**config.mk**
```make
export PLATFORM = sky130hd
export DESIGN_NAME = csr_seq_ctrl
export DESIGN_NICKNAME = d
export VERILOG_FILES = /design/src/rtl/csr_seq_ctrl_pkg.sv /design/src/rtl/csr_seq_ctrl.sv
export SDC_FILE = /design/constraint.sdc
export NUM_CORES = 1
export LEC_CHECK = 0
export BUFFER_PORTS_ARGS = -buffer_cell sky130_fd_sc_hd__buf_2
export CAP_MARGIN = 25
export CELL_PAD_IN_SITES_DETAIL_PLACEMENT = 0
export CELL_PAD_IN_SITES_GLOBAL_PLACEMENT = 1
export CORE_MARGIN = 1.5
export CORE_UTILIZATION = 30
export DETAILED_ROUTE_END_ITERATION = 6
export GPL_ROUTABILITY_DRIVEN = 0
export PLACE_DENSITY = 0.69
export SYNTH_ARGS = -nofsm -noshare
export SYNTH_HDL_FRONTEND = slang
export SYNTH_SLANG_ARGS = --single-unit
```
**constraint.sdc**
```tcl
create_clock -name clk -period 5.62 [get_ports clk]
set_clock_uncertainty 0.1 [all_clocks]
set_input_delay 0.562 -clock clk [delete_from_list [all_inputs] [get_ports clk]]
set_output_delay 0.562 -clock clk [all_outputs]
set_load 0.005 [all_outputs]
```
**src/rtl/csr_seq_ctrl_pkg.sv**
```systemverilog
// Shared constants and types for the machine-CSR sequencer: CSR addresses,
// mstatus field positions, Zicsr op encoding and the sequencer state enum.
package csr_seq_ctrl_pkg;

    localparam logic [11:0] CSR_MSTATUS = 12'h300;
    localparam logic [11:0] CSR_MTVEC   = 12'h305;
    localparam logic [11:0] CSR_MEPC    = 12'h341;
    localparam logic [11:0] CSR_MCAUSE  = 12'h342;

    localparam int MSTATUS_MIE    = 3;
    localparam int MSTATUS_MPIE   = 7;
    localparam int MSTATUS_MPP_LO = 11;
    localparam int MSTATUS_MPP_HI = 12;

    typedef enum logic [1:0] {
        CSR_OP_RW  = 2'b00,
        CSR_OP_RS  = 2'b01,
        CSR_OP_RC  = 2'b10,
        CSR_OP_RSV = 2'b11
    } csr_op_e;

    typedef enum logic [2:0] {
        ST_IDLE,
        ST_T_EPC,
        ST_T_CAUSE,
        ST_T_STAT,
        ST_T_VEC,
        ST_M_STAT,
        ST_M_EPC,
        ST_C_EXEC
    } state_e;

    function automatic logic is_mapped(input logic [11:0] addr);
        return addr inside {CSR_MSTATUS, CSR_MTVEC, CSR_MEPC, CSR_MCAUSE};
    endfunction

endpackage

```
**src/rtl/csr_seq_ctrl.sv**
```systemverilog
// Machine-CSR sequencer: arbitrates trap entry, mret and Zicsr requests and
// drives the CSR file's single port through fixed multi-cycle sequences.
module csr_seq_ctrl
    import csr_seq_ctrl_pkg::*;
#(
    parameter int DATA_WIDTH = 32,
    parameter int ADDR_WIDTH = 12
) (
    input  logic                  clk,
    input  logic                  rst_n,
    input  logic                  trap_valid,
    output logic                  trap_ready,
    input  logic [DATA_WIDTH-1:0] trap_epc,
    input  logic [DATA_WIDTH-1:0] trap_cause,
    input  logic                  mret_valid,
    output logic                  mret_ready,
    input  logic                  csr_valid,
    output logic                  csr_ready,
    input  logic [1:0]            csr_op,
    input  logic [ADDR_WIDTH-1:0] csr_req_addr,
    input  logic [DATA_WIDTH-1:0] csr_src,
    input  logic                  csr_src_zero,
    output logic [ADDR_WIDTH-1:0] csr_addr,
    output logic [DATA_WIDTH-1:0] csr_wdata,
    output logic                  csr_wen,
    input  logic [DATA_WIDTH-1:0] csr_rdata,
    output logic                  redirect_valid,
    output logic [DATA_WIDTH-1:0] redirect_pc,
    output logic                  csr_done,
    output logic [DATA_WIDTH-1:0] csr_rd_data,
    output logic                  csr_illegal
);

    state_e                state, state_nxt;
    logic [DATA_WIDTH-1:0] pl_epc, pl_cause, pl_src;
    logic [ADDR_WIDTH-1:0] pl_addr;
    csr_op_e               pl_op;
    logic                  pl_src_zero;
    logic                  idle, trap_acc, mret_acc, csr_acc, csr_bad;
    logic [DATA_WIDTH-1:0] mstat;

    assign idle       = (state == ST_IDLE);
    assign trap_ready = idle;
    assign mret_ready = idle & ~trap_valid;
    assign csr_ready  = idle & ~trap_valid & ~mret_valid;
    assign trap_acc   = trap_valid & trap_ready;
    assign mret_acc   = mret_valid & mret_ready;
    assign csr_acc    = csr_valid & csr_ready;
    assign csr_bad    = (pl_op == CSR_OP_RSV) || !is_mapped(12'(pl_addr));

    // NOTE: sequential state uses non-blocking assignments so every register
    // samples pre-edge values regardless of block evaluation order.
    always_ff @(posedge clk or negedge rst_n) begin
        if (!rst_n) state <= ST_IDLE;
        else        state <= state_nxt;
    end

    // NOTE: the payload is only consumed after an accept has loaded it, so it
    // carries no reset; its pre-accept contents are never observed.
    always_ff @(posedge clk) begin
        if (trap_acc) begin
            pl_epc   <= trap_epc;
            pl_cause <= trap_cause;
        end
        if (csr_acc) begin
            pl_op       <= csr_op_e'(csr_op);
            pl_addr     <= csr_req_addr;
            pl_src      <= csr_src;
            pl_src_zero <= csr_src_zero;
        end
    end

    // NOTE: every output of this block gets a default first, so no path can
    // leave one unassigned and infer a latch.
    always_comb begin
        state_nxt = state;
        csr_addr  = '0;
        csr_wdata = '0;
        csr_wen   = 1'b0;
        mstat     = csr_rdata;
        unique case (state)
            ST_IDLE: begin
                if (trap_acc)      state_nxt = ST_T_EPC;
                else if (mret_acc) state_nxt = ST_M_STAT;
                else if (csr_acc)  state_nxt = ST_C_EXEC;
            end
            ST_T_EPC: begin
                csr_addr  = ADDR_WIDTH'(CSR_MEPC);
                csr_wdata = pl_epc & ~DATA_WIDTH'(3);
                csr_wen   = 1'b1;
                state_nxt = ST_T_CAUSE;
            end
            ST_T_CAUSE: begin
                csr_addr  = ADDR_WIDTH'(CSR_MCAUSE);
                csr_wdata = pl_cause;
                csr_wen   = 1'b1;
                state_nxt = ST_T_STAT;
            end
            ST_T_STAT: begin
                mstat[MSTATUS_MPIE]                  = csr_rdata[MSTATUS_MIE];
                mstat[MSTATUS_MIE]                   = 1'b0;
                mstat[MSTATUS_MPP_HI:MSTATUS_MPP_LO] = 2'b11;
                csr_addr  = ADDR_WIDTH'(CSR_MSTATUS);
                csr_wdata = mstat;
                csr_wen   = 1'b1;
                state_nxt = ST_T_VEC;
            end
            ST_T_VEC: begin
                csr_addr  = ADDR_WIDTH'(CSR_MTVEC);
                state_nxt = ST_IDLE;
            end
            ST_M_STAT: begin
                mstat[MSTATUS_MIE]                   = csr_rdata[MSTATUS_MPIE];
                mstat[MSTATUS_MPIE]                  = 1'b1;
                mstat[MSTATUS_MPP_HI:MSTATUS_MPP_LO] = 2'b11;
                csr_addr  = ADDR_WIDTH'(CSR_MSTATUS);
                csr_wdata = mstat;
                csr_wen   = 1'b1;
                state_nxt = ST_M_EPC;
            end
            ST_M_EPC: begin
                csr_addr  = ADDR_WIDTH'(CSR_MEPC);
                state_nxt = ST_IDLE;
            end
            ST_C_EXEC: begin
                // Read of the old value and write-back share this one cycle.
                csr_addr = pl_addr;
                if (!csr_bad) begin
                    case (pl_op)
                        CSR_OP_RW: csr_wdata = pl_src;
                        CSR_OP_RS: csr_wdata = csr_rdata | pl_src;
                        CSR_OP_RC: csr_wdata = csr_rdata & ~pl_src;
                        default:   csr_wdata = '0;
                    endcase
                    csr_wen = !((pl_op != CSR_OP_RW) && pl_src_zero);
                end
                state_nxt = ST_IDLE;
            end
            default: state_nxt = ST_IDLE;
        endcase
    end

    always_ff @(posedge clk or negedge rst_n) begin
        if (!rst_n) begin
            redirect_valid <= 1'b0;
            redirect_pc    <= '0;
            csr_done       <= 1'b0;
            csr_rd_data    <= '0;
            csr_illegal    <= 1'b0;
        end else begin
            redirect_valid <= (state == ST_T_VEC) || (state == ST_M_EPC);
            csr_done       <= (state == ST_C_EXEC);
            csr_illegal    <= (state == ST_C_EXEC) && csr_bad;
            if (state == ST_T_VEC)      redirect_pc <= csr_rdata & ~DATA_WIDTH'(3);
            else if (state == ST_M_EPC) redirect_pc <= csr_rdata;
            if (state == ST_C_EXEC)     csr_rd_data <= csr_bad ? '0 : csr_rdata;
        end
    end

endmodule

```
==> results of run 1 <==
[routing by layer]
metal	part of all wire [%]	routed length (um)	vias to the layer above	track usage, %
li1	-	-	2895	-
met1	43	10400	2929	23.2
met2	50	12000	196	30.1
met3	5.6	1350	23	3.59
met4	1.6	378	4	6.02
met5	0.11	26	-	0
[cell families (layout without fill, tap and decap cells)]
kind of cell           Yosys count  count (layout)  share of synthesized area [%]
buffers and inverters           84             339                           4.56
AO/OA/AOI/OAI                  208             208                           19.5
AND/OR/NAND/NOR                138             138                           7.61
XOR/XNOR                         1               1                          0.111
multiplexers                    31              31                           4.37
flip-flops                     179             179                           63.8
other                            0               2                              0
[where the power goes]
part	switching [W]	leakage (nW)	internal [W]
registers	0.000202	1.89	0.00176
logic	0.000958	2.23	0.000758
clock network	0.000536	0.287	0.000698
total	0.00170	4.41	0.00321
[worst paths after layout]
check,slack [ns],to,depth (start not counted)
setup / recovery,1.84,csr_wdata[11],5
hold / removal,0.20,pl_epc[26],1
setup reg to reg,2.41,pl_src[11],4
hold reg to reg,0.37,csr_rd_data[27],2
max in group asynchronous,3.93,state[0],3
min in group asynchronous,0.50,redirect_pc[26],2
[per-stage QoR]
stage / area [um^2] / total power, W
final: 10100 / 0.00491
after global routing: 10100 / 0.00527
after CTS: 10100 / 0.00500
after detailed placement: 9480 / 0.00375
after global placement: 9480 / 0.00372
after floorplan: 7870 / 0.00292
[repair_timing]
| item | in CTS | in global routing |
|---|---|---|
| gates resized for setup | 0 | 0 |
| hold buffers | 1 | 0 |
| endpoints found under the hold margin | 25 | 0 |
[layout make-up]
cell class                 instances  area [um^2]  area share [%]
tap                              335          419            4.15
multi-input combinational        378         2510            24.9
clock inverter                    11          124            1.23
clock buffer                      21          472            4.67
inverter                          34          128            1.26
antenna                            2         5.00          0.0496
sequential                       179         5030            49.8
timing repair buffer             273         1400            13.9
[state kept, by name (all words and copies together), names as in the netlist]
register and flops:
pl_cause 32, redirect_pc 32, state 3, pl_addr 12
pl_op 2, csr_done 1, pl_src_zero 1, csr_illegal 1
pl_src 32, redirect_valid 1, pl_epc 30, csr_rd_data 32
[cell usage in the layout, fill, tap and decap left out, types with 2 or more instances in the layout]
cell and count:
sky130_fd_sc_hd__dfrtp_1 67, sky130_fd_sc_hd__o32ai_1 29, sky130_fd_sc_hd__inv_6 4, sky130_fd_sc_hd__clkinv_2 2
sky130_fd_sc_hd__mux2i_1 4, sky130_fd_sc_hd__mux2_2 27, sky130_fd_sc_hd__buf_4 13, sky130_fd_sc_hd__inv_1 34
sky130_fd_sc_hd__clkinvlp_4 2, sky130_fd_sc_hd__nand2b_2 2, sky130_fd_sc_hd__a21oi_1 34, sky130_fd_sc_hd__buf_2 259
sky130_fd_sc_hd__nand2_1 71, sky130_fd_sc_hd__a22oi_1 26, sky130_fd_sc_hd__a211oi_2 2, sky130_fd_sc_hd__clkbuf_1 2
sky130_fd_sc_hd__o32a_1 3, sky130_fd_sc_hd__bufinv_16 2, sky130_fd_sc_hd__o21ai_2 30, sky130_fd_sc_hd__diode_2 2
sky130_fd_sc_hd__nand2b_1 2, sky130_fd_sc_hd__edfxtp_1 109, sky130_fd_sc_hd__and2_1 8, sky130_fd_sc_hd__o221ai_1 2
sky130_fd_sc_hd__dfrtp_2 3, sky130_fd_sc_hd__o21a_1 5, sky130_fd_sc_hd__a21boi_0 2, sky130_fd_sc_hd__o21ai_0 42
sky130_fd_sc_hd__clkbuf_16 18, sky130_fd_sc_hd__nor4_1 3, sky130_fd_sc_hd__a221o_1 28, sky130_fd_sc_hd__nor2_1 38
==> impl_metrics.py, run 1 <==
metrics = {
    "critical_path": {
        "critical-path-max-stage-delay_ns": 0.96,
        "slowest_stage": "sky130_fd_sc_hd__or4_2",
        "crit-reg2reg-launch": "state[1]",
        "timing.critical_path.cells": "a211oi_2, nand4_1, or4_2, o21ai_0, buf_2",
        "cp_num_buf_inv": 1,
        "critical_path.max_fanout": 18,
        "required_ns": 4.96,
        "worst_setup_path_end_kind": "output port",
        "crit_family": "simple AND/OR/NAND/NOR gates",
        "criticalPathCategory": "reg -> out",
        "crit_path_start_kind": "register",
        "crit_path_arrival_time_ns": 3.12,
        "crit_start": "pl_op[0]",
    },
    "floorplanning": {
        "pin_count": 263,
        "die_area_mm2": 0.0272,
        "rows": 59,
        "die-height_um": 165,
        "die_x_um": 165,
        "core-area_mm2": 0.0259,
        "start_util_pct": 30.4,
    },
    "finish": {
        "fraction_of_final_layout_cells_sized_beyond_drive_strength_1_pct": 41.7,
        "final_core_util_pct": 39.0,
        "final_net_count": 1031,
        "layout.filler_cells": 2601,
        "area.growth.synth_to_final_pct": 28.2,
        "layoutNonFillerInstCount": 1233,
    },
    "timing": {
        "min_setup_slack_post_route_ns": 1.84,
        "finalMaxSlewViolations": 0,
        "finalSetupViolCount": 0,
        "layout_worst_path_cycle_share_pct": 67.3,
        "finalWorstPathRequiredPeriod_ns": 3.78,
        "hold_viol": 0,
        "tightest_slew_ns": 0.890,
        "slew_headroom_pct": 40.7,
        "hold_slack_ns": 0.197,
        "fin_setup_tns_ns": 0,
        "rsz0062_at_grt": "false",
        "timing.fmax_mhz": 264,
    },
    "synthesis": {
        "synth_fp_nets": 789,
        "yosys.cell_count.top_type": "sky130_fd_sc_hd__edfxtp_1",
        "netlist_top_cells_count": "sky130_fd_sc_hd__edfxtp_1, sky130_fd_sc_hd__nand2_1, sky130_fd_sc_hd__dfrtp_1",
        "post_synth_num_cell_types": 41,
        "synthFlopType": "sky130_fd_sc_hd__edfxtp_1",
        "synthCells": 641,
        "synth_top_area_share_pct": 41.6,
        "postSynthAreaPerCell_um2": 12.3,
        "post_synth_main_area_contributors": "sky130_fd_sc_hd__edfxtp_1, sky130_fd_sc_hd__dfrtp_1, sky130_fd_sc_hd__mux2_2",
        "synthesis.yosys.warnings": 0,
        "ys_async_sr_fraction_pct": 39.1,
        "syn-cell-area_mm2": 0.00787,
        "synth_sequential_area_ratio_pct": 63.8,
        "synthesis_stage_register_bit_count": 179,
        "synth_edf_count": 109,
        "area_leader_netlist": "sky130_fd_sc_hd__edfxtp_1",
    },
    "clock_tree": {
        "clock_sink_count": 179,
        "cts_made_buffers": 17,
        "clk_pin_slew_worst_paths_ns": 0.08,
        "insertion_delay_ns": 0.42,
        "cts-root-to-sink-buffers": 2,
        "htree_levels": 4,
        "ctsRootBufferMaster": "sky130_fd_sc_hd__clkbuf_16",
        "post_cts_setup_buffer_count": 0,
        "clock_tree_from_tritoncts": "done",
    },
    "placement": {
        "dpl_worst_slack_ns": 2.25,
        "post-dp-hpwl_um": 16400,
        "dpl.cell_count": 1198,
        "port_buffers": 260,
    },
    "outcome": {
        "status": "finished clean",
    },
    "global_route": {
        "grt.total_usage_pct": 18.0,
        "antenna_found_initial": 2,
        "grt.overflow.total": 0,
        "number_of_global_route_vias_before_repair": 6110,
        "grt_first_pass_wirelength_um": 36000,
        "largest_net_degree_at_the_start_of_global_routing": 63,
    },
    "power_and_ir_drop": {
        "powerDensity_mw_per_mm2": 486,
        "irDropWorstVdd_uv": 169,
        "total_leakage_power_nw": 4.41,
    },
    "drt": {
        "detail_route.vias_per_cell": 4.90,
        "drt-pass1-iter-count": 4,
        "postRouteWirelength_um": 24100,
        "routed_wire_length_per_instance_um": 19.5,
        "num_vias": 6047,
        "drt-initial-drc-count": 368,
        "drc": 0,
        "antenna_violating_nets_post_route": 0,
    },
    "worst_hold_path": {
        "hp-start": "trap_epc[26]",
        "min_path_type": "in -> reg",
    },
    "run": {
        "cap_viol_max_count": 0,
    },
}
(Power assumes the default switching activity.)
==> run 2: changes to the inputs <==
- ABC_AREA: unset -> 1
- PLACE_DENSITY: 0.69 -> 0.71
- clock period: 5.62 -> 3.7 ns (I/O delays scaled with it)
==> impl_metrics.py, run 2 <==
metrics = {
    "outcome": {
        "status": "finished clean",
    },
    "synthesis": {
        "synth_edf_count": 109,
        "synthFlopType": "sky130_fd_sc_hd__edfxtp_1",
        "ys_async_sr_fraction_pct": 39.1,
        "synth_sequential_area_ratio_pct": 63.2,
        "synthCells": 854,
        "post_synth_num_cell_types": 23,
        "syn-cell-area_mm2": 0.00795,
        "netlist_top_cells_count": "sky130_fd_sc_hd__nand2_1, sky130_fd_sc_hd__edfxtp_1, sky130_fd_sc_hd__a21oi_1",
        "postSynthAreaPerCell_um2": 9.31,
        "yosys.cell_count.top_type": "sky130_fd_sc_hd__nand2_1",
        "post_synth_main_area_contributors": "sky130_fd_sc_hd__edfxtp_1, sky130_fd_sc_hd__dfrtp_1, sky130_fd_sc_hd__nand2_1",
        "synthesis.yosys.warnings": 0,
        "synth_top_area_share_pct": 41.2,
        "synth_fp_nets": 1002,
        "area_leader_netlist": "sky130_fd_sc_hd__edfxtp_1",
        "synthesis_stage_register_bit_count": 179,
    },
    "worst_hold_path": {
        "min_path_type": "in -> reg",
    },
    "timing": {
        "tightest_slew_ns": 0.933,
        "finalSetupViolCount": 0,
        "finalMaxSlewViolations": 0,
        "hold_viol": 0,
        "hold_slack_ns": 0.0184,
        "layout_worst_path_cycle_share_pct": 84.3,
        "fin_setup_tns_ns": 0,
        "slew_headroom_pct": 37.8,
        "rsz0062_at_grt": "false",
        "finalWorstPathRequiredPeriod_ns": 3.12,
        "timing.fmax_mhz": 321,
    },
    "floorplanning": {
        "die_x_um": 166,
        "start_util_pct": 30.5,
        "rows": 59,
        "die_area_mm2": 0.0275,
        "die-height_um": 166,
        "core-area_mm2": 0.0261,
        "pin_count": 263,
    },
    "finish": {
        "final_cell_mix": "sky130_fd_sc_hd__nand2_1, sky130_fd_sc_hd__buf_2, sky130_fd_sc_hd__edfxtp_1",
        "final_net_count": 1300,
        "layout.filler_cells": 2594,
        "fraction_of_final_layout_cells_sized_beyond_drive_strength_1_pct": 27.3,
        "layoutNonFillerInstCount": 1506,
        "finalInstanceArea_mm2": 0.0107,
        "layout.cells.most_common": "sky130_fd_sc_hd__nand2_1",
        "area.growth.synth_to_final_pct": 34.9,
    },
    "power_and_ir_drop": {
        "pwr-share-comb_pct": 34.4,
        "switching_share_pct": 36.1,
        "clockPowerShare_pct": 24.6,
        "fin_total_pwr_w": 0.00716,
        "intPower_w": 0.00457,
        "irDropWorstVdd_uv": 296,
        "p_seq_share_pct": 41.0,
        "powerDensity_mw_per_mm2": 668,
        "power.switching_w": 0.00259,
        "total_leakage_power_nw": 5.07,
    },
    "critical_path": {
        "criticalPathCategory": "reg -> out",
        "required_ns": 3.23,
        "crit_path_arrival_time_ns": 2.65,
        "worst_setup_path_end_kind": "output port",
        "crit_path_start_kind": "register",
        "critical_path.max_fanout": 16,
    },
    "clock_tree": {
        "clock_sink_count": 179,
        "clock_tree_from_tritoncts": "done",
        "cts_made_buffers": 17,
        "postCtsHoldBufs": 32,
        "ctsRootBufferMaster": "sky130_fd_sc_hd__clkbuf_16",
        "cts_repair_resize_count": 0,
        "post_cts_setup_buffer_count": 0,
        "cts-root-to-sink-buffers": 2,
        "insertion_delay_ns": 0.43,
        "htree_levels": 4,
        "clk_pin_slew_worst_paths_ns": 0.08,
    },
    "drt": {
        "drc": 0,
        "num_vias": 6755,
        "drt-initial-drc-count": 437,
        "drt-pass1-iter-count": 5,
        "postRouteWirelength_um": 25600,
        "antenna_violating_nets_post_route": 0,
        "detail_route.vias_per_cell": 4.49,
        "routed_wire_length_per_instance_um": 17.0,
    },
    "global_route": {
        "grt.overflow.total": 0,
        "largest_net_degree_at_the_start_of_global_routing": 82,
        "number_of_global_route_vias_before_repair": 6380,
        "grt.total_usage_pct": 18.3,
        "grt_first_pass_wirelength_um": 38100,
        "antenna_found_initial": 5,
    },
    "placement": {
        "dpl_cell_area_mm2": 0.00960,
        "port_buffers": 260,
        "post-dp-hpwl_um": 18000,
        "dpl.cell_count": 1414,
    },
    "run": {
        "cap_viol_max_count": 0,
    },
}
[run 2: cell type report]
type / instances / area, um^2 / area share (%)
clock inverters: 15 / 136 / 1.27
inverters: 86 / 323 / 3.01
multi-input cells: 538 / 2390 / 22.3
diodes: 6 / 15.0 / 0.140
clock buffers: 17 / 425 / 3.97
well taps: 335 / 419 / 3.91
flip-flops and latches: 179 / 5020 / 46.9
repair buffers: 330 / 1990 / 18.6
[run 2: cell families after synthesis]
group                  after synthesis  synth area share, %
AND/OR/NAND/NOR                    370                 18.8
AO/OA/AOI/OAI                      168                 10.7
flip-flops                         179                 63.2
buffers and inverters              137                 7.21
[run 2: metrics by stage]
| step | worst slack, ns | utilization [%] |
|---|---|---|
| floorplan | 0.0786 | - |
| global placement | 1.04 | 36.8 |
| detailed placement | 1.02 | 36.8 |
| CTS | 0.528 | 40.2 |
| global route | 0.323 | 41.1 |
| finish | 0.583 | 41.1 |
[run 2: path summary, 6_finish.rpt]
check	from	end	slack [ns]	cells after the start
max	pl_op[1]	csr_wdata[13]	0.58	8
min	csr_src[29]	pl_src[29]	0.02	1
max reg2reg	state[2]	pl_src[12]	1.06	6
min reg2reg	redirect_pc[30]	redirect_pc[30]	0.38	2
max in group asynchronous	rst_n	csr_rd_data[6]	2.36	2
min in group asynchronous	rst_n	redirect_pc[16]	0.50	2
[run 2: critical path, stage by stage (launching register included)]
cell and delay (ns):
sky130_fd_sc_hd__edfxtp_1 0.78, sky130_fd_sc_hd__inv_1 0.09, sky130_fd_sc_hd__nand2_1 0.53, sky130_fd_sc_hd__buf_4 0.30, sky130_fd_sc_hd__nand3_1 0.08, sky130_fd_sc_hd__a21oi_1 0.14
sky130_fd_sc_hd__nand3_1 0.09, sky130_fd_sc_hd__nand2_1 0.10, sky130_fd_sc_hd__buf_2 0.11
[run 2: power by group through the flow]
stage	logic [W]	registers (W)	clock network, W
after floorplan	0.00126	0.00295	0
after CTS	0.00250	0.00294	0.00181
after global placement	0.00243	0.00297	0
after global routing	0.00278	0.00300	0.00190
after detailed placement	0.00246	0.00298	0
final	0.00246	0.00294	0.00176
[run 2: metal layers]
metal  global-route usage [%]  routed length [um]  vias up
met5                        0                   0        -
met4                     5.37                 347        0
met3                     3.69                1240       23
met2                     29.4               12200      208
met1                     25.2               11800     3111
li1                         -                   -     3413
==> run 3: changes to the inputs <==
- clock period: 3.7 -> 3.22 ns (I/O delays scaled with it)
==> impl_metrics.py, run 3 (synthesized netlist as in run 2, its figures left out) <==
metrics = {
    "finish": {
        "final_cell_mix": "sky130_fd_sc_hd__nand2_1, sky130_fd_sc_hd__buf_2, sky130_fd_sc_hd__dlygate4sd3_1",
        "fraction_of_final_layout_cells_sized_beyond_drive_strength_1_pct": 26.2,
        "layout.cells.most_common": "sky130_fd_sc_hd__nand2_1",
        "area.growth.synth_to_final_pct": 42.2,
        "layoutNonFillerInstCount": 1563,
        "layout.filler_cells": 2501,
        "final_net_count": 1359,
        "finalInstanceArea_mm2": 0.0113,
    },
    "timing": {
        "tightest_slew_ns": 0.922,
        "slew_headroom_pct": 38.6,
        "finalWorstPathRequiredPeriod_ns": 2.82,
        "finalSetupViolCount": 0,
        "hold_viol": 0,
        "finalMaxSlewViolations": 0,
        "timing.fmax_mhz": 355,
        "rsz0062_at_grt": "false",
        "layout_worst_path_cycle_share_pct": 87.5,
        "fin_setup_tns_ns": 0,
    },
    "placement": {
        "post-dp-hpwl_um": 18300,
        "port_buffers": 260,
        "dpl.cell_count": 1417,
        "dpl_cell_area_mm2": 0.00963,
    },
    "global_route": {
        "number_of_global_route_vias_before_repair": 6985,
        "grt.total_usage_pct": 19.2,
        "grt_first_pass_wirelength_um": 40100,
        "antenna_found_initial": 4,
        "largest_net_degree_at_the_start_of_global_routing": 71,
        "grt.overflow.total": 0,
    },
    "run": {
        "cap_viol_max_count": 0,
    },
    "worst_hold_path": {
        "timing.hold.worst_path_depth": 3,
        "min_path_type": "in -> reg",
        "hp-start": "csr_valid",
        "min_to": "state[2]",
    },
    "clock_tree": {
        "insertion_delay_ns": 0.43,
        "ctsRootBufferMaster": "sky130_fd_sc_hd__clkbuf_16",
        "cts_made_buffers": 17,
        "clock_tree_from_tritoncts": "done",
        "clock_sink_count": 179,
        "htree_levels": 4,
        "cts-root-to-sink-buffers": 2,
        "cts_repair_resize_count": 0,
        "clk_pin_slew_worst_paths_ns": 0.07,
    },
    "power_and_ir_drop": {
        "irDropWorstVdd_uv": 331,
        "powerDensity_mw_per_mm2": 739,
        "total_leakage_power_nw": 5.33,
    },
    "critical_path": {
        "worst-r2r-setup-slack_ns": 0.86,
        "critical-path-max-stage-delay_ns": 0.49,
        "crit-reg2reg-launch": "state[2]",
        "critical_path.max_fanout": 22,
        "crit_path_arrival_time_ns": 2.40,
        "r2r.worst_path.cells": 7,
        "crit_start": "pl_op[1]",
        "crit-reg2reg-capture": "csr_rd_data[9]",
        "crit_path_start_kind": "register",
        "criticalPathCategory": "reg -> out",
        "timing.critical_path.cells": "inv_1, nand2_1, buf_4, nand3_1, a21oi_1, nand3_1, nand2_1, buf_2",
        "slowest_stage": "sky130_fd_sc_hd__edfxtp_1",
        "cp_num_buf_inv": 3,
        "worst_setup_path_end_kind": "output port",
        "crit_family": "simple AND/OR/NAND/NOR gates",
        "required_ns": 2.80,
    },
    "drt": {
        "drc": 0,
        "drt-pass1-iter-count": 5,
        "routed_wire_length_per_instance_um": 17.1,
        "drt-initial-drc-count": 501,
        "postRouteWirelength_um": 26700,
        "detail_route.vias_per_cell": 4.54,
        "num_vias": 7093,
        "antenna_violating_nets_post_route": 0,
    },
    "floorplanning": {
        "start_util_pct": 30.5,
        "pin_count": 263,
        "die_x_um": 166,
        "core-area_mm2": 0.0261,
        "die-height_um": 166,
        "rows": 59,
        "die_area_mm2": 0.0275,
    },
    "outcome": {
        "status": "finished clean",
    },
}
## run 3: layout make-up
type | count | area [um^2] | area share (%)
Sequential cell | 179 | 5020 | 44.5
Antenna cell | 4 | 10.0 | 0.0886
Timing Repair Buffer | 389 | 2580 | 22.9
Clock buffer | 17 | 425 | 3.76
Inverter | 86 | 323 | 2.86
Multi-Input combinational cell | 538 | 2380 | 21.0
Tap cell | 335 | 419 | 3.71
Clock inverter | 15 | 138 | 1.22
## run 3: worst min-delay path: cells and delay by family
kind / cells / cell delay (ns)
AND/OR/NAND/NOR: 2 / 0.15
buffers and inverters: 1 / 0.09
## run 3: worst max path at each step
| stage | end | cells after the start |
|---|---|---|
| after floorplan | pl_cause[0] | 4 |
| after global placement | csr_addr[6] | 6 |
| after detailed placement | csr_wdata[11] | 8 |
| after CTS | csr_wdata[11] | 8 |
| after global routing | csr_wdata[6] | 7 |
| final | csr_wdata[11] | 8 |
## run 3: layer usage
metal | wire, um | part of all wire, % | track usage, %
met2 | 12700 | 47 | 31.4
met4 | 667 | 2.5 | 7.76
met5 | 0 | 0 | 0
met1 | 12000 | 45 | 25.0
met3 | 1420 | 5.3 | 3.67
## run 3: timing repair
action / 4_1_cts / 5_1_grt
buffers inserted: 0 / 0
hold endpoints to repair: 179 / 0
hold buffers: 110 / 0
## run 3: report_power, final
part	leakage [nW]	switching (W)	internal [W]
logic	3.18	0.00174	0.00122
clock network	0.274	0.00101	0.00103
registers	1.87	0.000292	0.00307
total	5.33	0.00304	0.00532
## run 3: per-stage QoR
step	hold WS, ns	utilization (%)	power [W]	worst slack (ns)
floorplan	-0.0736	-	0.00484	0.308
global placement	0.360	37.0	0.00626	0.821
detailed placement	0.368	37.0	0.00631	0.851
CTS	0.0544	43.3	0.00847	0.370
global route	0.0695	43.4	0.00894	0.233
finish	0.0771	43.4	0.00836	0.402
